### src/rtl/matrix_loader_pkg.sv
// Shared constants and state encoding for the matrix loader and the operation controller.
package matrix_loader_pkg;

  localparam int         MATRIX_BITS  = 200;
  localparam int         RAM_WIDTH    = 256;
  localparam int         MATRIX_BYTES = 25;
  localparam logic [7:0] ADDR_A       = 8'd0;
  localparam logic [7:0] ADDR_B       = 8'd1;
  localparam logic [7:0] ADDR_RESULT  = 8'd2;

  typedef enum logic [2:0] {
    IDLE,
    RECV_A,
    WRITE_A,
    RECV_B,
    WRITE_B,
    DONE
  } loader_state_t;

endpackage

### src/rtl/matrix_loader_byte_assembler.sv
// Byte shift buffer with a 5-bit count; shared by matrix A and matrix B reception.
module byte_assembler #(
  parameter int NUM_BYTES = matrix_loader_pkg::MATRIX_BYTES
) (
  input  logic                   clock,
  input  logic                   reset_n,
  input  logic                   clear,
  input  logic                   accept,
  input  logic [7:0]             in_byte,
  output logic [8*NUM_BYTES-1:0] next_matrix,
  output logic                   last
);
  import matrix_loader_pkg::*;

  logic [8*NUM_BYTES-1:0] buffer;
  logic [4:0]             byte_count;

  // New bytes enter at the top so that after NUM_BYTES shifts byte 0 sits at [7:0].
  assign next_matrix = {in_byte, buffer[8*NUM_BYTES-1:8]};
  assign last        = accept && (byte_count == 5'(NUM_BYTES - 1));

  always_ff @(posedge clock or negedge reset_n) begin
    if (!reset_n) begin
      buffer     <= '0;
      byte_count <= '0;
    end else if (clear) begin
      buffer     <= '0;
      byte_count <= '0;
    end else if (accept) begin
      buffer     <= next_matrix;
      byte_count <= last ? 5'd0 : byte_count + 5'd1;
    end
  end

endmodule

### src/rtl/matrix_loader.sv
// Receives two 5x5 int8 matrices as a byte stream and writes each as one 256-bit RAM word.
module matrix_loader #(
  parameter int         MATRIX_BYTES = matrix_loader_pkg::MATRIX_BYTES,
  parameter logic [7:0] ADDR_A       = matrix_loader_pkg::ADDR_A,
  parameter logic [7:0] ADDR_B       = matrix_loader_pkg::ADDR_B,
  parameter int         WRITE_HOLD   = 2
) (
  input  logic         clock,
  input  logic         reset_n,
  input  logic [7:0]   in_data,
  input  logic         in_valid,
  output logic         in_ready,
  input  logic         abort,
  output logic [7:0]   ram_address,
  output logic [255:0] ram_data,
  output logic         ram_wren,
  output logic         busy,
  output logic         matrices_ready
);
  import matrix_loader_pkg::*;

  localparam logic [7:0] HOLD_LAST = 8'(WRITE_HOLD - 1);

  loader_state_t                 state;
  logic [7:0]                    hold_cnt;
  logic                          accept;
  logic                          last;
  logic [8*MATRIX_BYTES-1:0]     next_matrix;

  assign accept = in_valid && in_ready;
  assign busy   = (state != IDLE);

  byte_assembler #(
    .NUM_BYTES (MATRIX_BYTES)
  ) u_assembler (
    .clock       (clock),
    .reset_n     (reset_n),
    .clear       (abort || (state == IDLE)),
    .accept      (accept),
    .in_byte     (in_data),
    .next_matrix (next_matrix),
    .last        (last)
  );

  // Address and data are only reloaded at the start of a write, so they stay put
  // through the whole wren window and afterwards until the next matrix completes.
  always_ff @(posedge clock or negedge reset_n) begin
    if (!reset_n) begin
      state          <= IDLE;
      in_ready       <= 1'b0;
      ram_address    <= '0;
      ram_data       <= '0;
      ram_wren       <= 1'b0;
      matrices_ready <= 1'b0;
      hold_cnt       <= '0;
    end else if (abort) begin
      state          <= IDLE;
      in_ready       <= 1'b0;
      ram_wren       <= 1'b0;
      matrices_ready <= 1'b0;
      hold_cnt       <= '0;
    end else begin
      matrices_ready <= 1'b0;
      case (state)
        IDLE: begin
          state    <= RECV_A;
          in_ready <= 1'b1;
        end
        RECV_A, RECV_B: begin
          if (last) begin
            in_ready    <= 1'b0;
            ram_wren    <= 1'b1;
            hold_cnt    <= '0;
            ram_address <= (state == RECV_A) ? ADDR_A : ADDR_B;
            ram_data    <= RAM_WIDTH'(next_matrix);
            state       <= (state == RECV_A) ? WRITE_A : WRITE_B;
          end
        end
        WRITE_A, WRITE_B: begin
          if (hold_cnt == HOLD_LAST) begin
            ram_wren <= 1'b0;
            hold_cnt <= '0;
            if (state == WRITE_A) begin
              state    <= RECV_B;
              in_ready <= 1'b1;
            end else begin
              state          <= DONE;
              matrices_ready <= 1'b1;
            end
          end else begin
            hold_cnt <= hold_cnt + 8'd1;
          end
        end
        DONE: begin
          state <= IDLE;
        end
        default: begin
          state <= IDLE;
        end
      endcase
    end
  end

endmodule

### config.mk
export PLATFORM = sky130hd
export DESIGN_NAME = matrix_loader
export DESIGN_NICKNAME = d
export VERILOG_FILES = /design/src/rtl/matrix_loader_pkg.sv /design/src/rtl/matrix_loader_byte_assembler.sv /design/src/rtl/matrix_loader.sv
export SDC_FILE = /design/constraint.sdc
export NUM_CORES = 1
export LEC_CHECK = 0
export CAP_MARGIN = 20
export CORE_UTILIZATION = 54
export DETAILED_ROUTE_END_ITERATION = 16
export PLACE_DENSITY_LB_ADDON = 0.3
export SYNTH_ARGS = -nofsm -noshare
export SYNTH_HDL_FRONTEND = slang
export SYNTH_SLANG_ARGS = --single-unit
export TNS_END_PERCENT = 100
### constraint.sdc
create_clock -name clock -period 2.3 [get_ports clock]
set_input_delay 0.69 -clock clock [delete_from_list [all_inputs] [get_ports clock]]
set_output_delay 0.69 -clock clock [all_outputs]
set_load 0.01 [all_outputs]
==> flow_metrics.env <==
export IMPL_powerDensity_mw_per_mm2=705
export IMPL_clock_sinks=412
export IMPL_nets=1686
export IMPL_cts_htree_levels=2
export IMPL_hold_class="primary input to async pin"
export IMPL_cp_cell_sequence="nor2_4 -> nand2_1 -> dlygate4sd2_1"
export IMPL_grt_max_degree=87
export IMPL_crit_fanout=5
export IMPL_maxCapViolCount=0
export IMPL_yosysSeqAreaShare_pct=59.5
export IMPL_cellLeakagePower_nw=9.49
export IMPL_cp_end_kind="output pin"
export IMPL_viasPerCell=5.33
export IMPL_finalMaxSlewViolations=0
export IMPL_synthDominantCellAreaShare_pct=59.5
export IMPL_first_pass_iters=5
export IMPL_synth_area_mm2=0.0173
export IMPL_ys_ff_latch=412
export IMPL_coreArea_mm2=0.0316
export IMPL_die_area_mm2=0.0328
export IMPL_gp_congestion=0.805
export IMPL_yosys_area_top_type="dfrtp_1"
export IMPL_netlist_cell_type_count=48
export IMPL_required_ps=1610
export IMPL_drc_errors=0
export IMPL_final_util_pct=68.0
export IMPL_synthTopCellsByArea="dfrtp_1 60%, mux2_4 15%, nand2_1 8.5%, a21oi_1 5.8%, buf_4 2.7%"
export IMPL_synthArstFlopShare_pct=100
export IMPL_diodes=0
export IMPL_synth_avg_cell_area_um2=12.0
export IMPL_drive_gt1_share_pct=19.9
export IMPL_io_buffers=216
export IMPL_max_freq_ghz=0.443
export IMPL_grt_pass1_vias=11300
export IMPL_critPathMaxStageDelay_ps=450
export IMPL_rows=65
export IMPL_synth_edf_count=0
export IMPL_globalRoute_totalOverflow=0
export IMPL_start_util_pct=54.9
export IMPL_totalWireLength_mm=38.0
export IMPL_peakVddDrop_mv=0.554
export IMPL_track_usage_pct=23.3
export IMPL_antenna_found_initial=0
export IMPL_pre_cts_ws_ps=-247
export IMPL_post_drt_wl_per_cell_um=18.1
export IMPL_fin_skew_ps=16.0
export IMPL_clk_pin_slew_ps=60
export IMPL_areaGrowthSynthToFinish_pct=23.9
export IMPL_crit_arrival_ps=1570
export IMPL_synth_ff_type="dfrtp_1"
export IMPL_timing_final_crit_period_ps=2260
export IMPL_finalHoldViolCount=0
export IMPL_yosys_warnings=0
export IMPL_finalCritPeriodShare_pct=98.2
export IMPL_clockRootBuffer="clkbuf_16"
export IMPL_grt_pass1_wl_mm=61.7
export IMPL_dp_hpwl_mm=24.9
export IMPL_fin_tns_setup_ps=0
export IMPL_syn_instance_count=1442
export IMPL_startpoint_type="flop"
export IMPL_vias=11200
export IMPL_drt_iter0_markers=966
export IMPL_cts_buffers=43
export IMPL_fin_hold_ws_ps=12.0
export IMPL_fin_ws_ps=41.5
export IMPL_clock_latency_ps=530
export IMPL_ios=280
export IMPL_detail_route_antenna_nets=0
export IMPL_critPathSlowestCell="dfrtp_2"
export IMPL_setup_viol=0
export IMPL_status="finished clean"
export IMPL_crit_type="flop to output pin"
export IMPL_rsz0062_at_grt="no"
export IMPL_cts_buffer_depth=3
export IMPL_total_power_mw=15.1
export IMPL_cts_tree="built"
export IMPL_die_height_um=181
export IMPL_die_w_um=181
routing by layer:
metal / wire length [µm] / track usage [%]
met1: 17200 / 33.4
met4: 610 / 5.29
met3: 1910 / 4.25
met5: 0 / 0
met2: 18300 / 37.2
registers in the layout, summed over array words and instances, names as in the netlist:
signal                  count
hold_cnt                    8
in_ready                    1
u_assembler.buffer        192
matrices_ready              1
ram_wren                    1
state                       3
ram_address                 1
u_assembler.byte_count      5
ram_data                  200
power breakdown:
group / switching [mW] / leakage, nW / internal [mW]
clock: 2.76 / 0.728 / 4.56
combinational: 0.424 / 3.02 / 0.121
sequential: 0.00992 / 5.75 / 7.26
total: 3.20 / 9.49 / 11.9
final timing paths:
path / startpoint / to / slack [ps] / depth (start not counted)
worst max-delay path: state[0]$_DFFE_PN0P_ / busy / 40 / 3
worst min-delay path: reset_n / ram_data[129]$_DFFE_PN0P_ / 10 / 1
worst max register to register: u_assembler.byte_count[0]$_DFFE_PN0P_ / ram_data[94]$_DFFE_PN0P_ / 260 / 7
worst min register to register: ram_data[27]$_DFFE_PN0P_ / ram_data[27]$_DFFE_PN0P_ / 500 / 1
max in group asynchronous: reset_n / ram_data[30]$_DFFE_PN0P_ / 1550 / 2
min in group clock: ram_data[27]$_DFFE_PN0P_ / ram_data[27]$_DFFE_PN0P_ / 500 / 1
cells in the final DEF (no fill, tap or decap), types with 9 or more instances in the layout:
cell type and count:
mux2_2 33, buf_4 31, clkdlybuf4s50_1 214, a21oi_1 200, nand2_1 392, clkbuf_1 9, buf_12 30, dfrtp_1 408
mux2_4 168, nand3_1 12, clkbuf_16 43, conb_1 63
synthesized netlist by cell type (all sizes together), types with 3 or more instances:
cell type and instances:
a21oi 200, and2 4, and3 3, buf 109, clkbuf 47, dfrtp 412, ha 4, inv 6
mux2 201, nand2 393, nand3 12, nor2 9, nor3 4, o21ai 3, xnor2 3
worst max-delay path: cells and delay by family, from the launching register on:
kind          cells  cell delay [ps]
buf+inv           1              310
flops             1              450
simple gates      2              290
cell type report:
class | count | area [µm²]
clock inverter | 16 | 289
tap | 402 | 503
multi-input combinational | 930 | 6130
inverter | 6 | 22.5
sequential | 412 | 10300
fill | 2326 | 10100
timing repair buffer | 277 | 3000
clock buffer | 59 | 1210
per-stage QoR:
step	area, µm²	instances
floorplan	17600	1504
global placement	19900	2025
detailed placement	19900	2025
CTS	21400	2100
global route	21500	2102
finish	21500	2102
logic make-up (layout without fill, tap and decap cells):
| group | Yosys count | after routing | share of synthesized area [%] |
|---|---|---|---|
| compound gates | 219 | 219 | 6.62 |
| flops | 412 | 412 | 59.5 |
| simple gates | 438 | 438 | 9.98 |
| buf+inv | 162 | 358 | 6.62 |
| xor+xnor | 3 | 3 | 0.152 |
| mux | 203 | 203 | 16.8 |
| fa+ha+maj | 4 | 4 | 0.289 |
| other cells | 1 | 63 | 0.0216 |
timing repair:
action,in CTS,in global routing
gates resized for setup,6,1
endpoints found under the setup margin,2,1
hold buffers,0,0
buffers inserted,0,2
No activity file was read; power rests on OpenSTA's default activity.
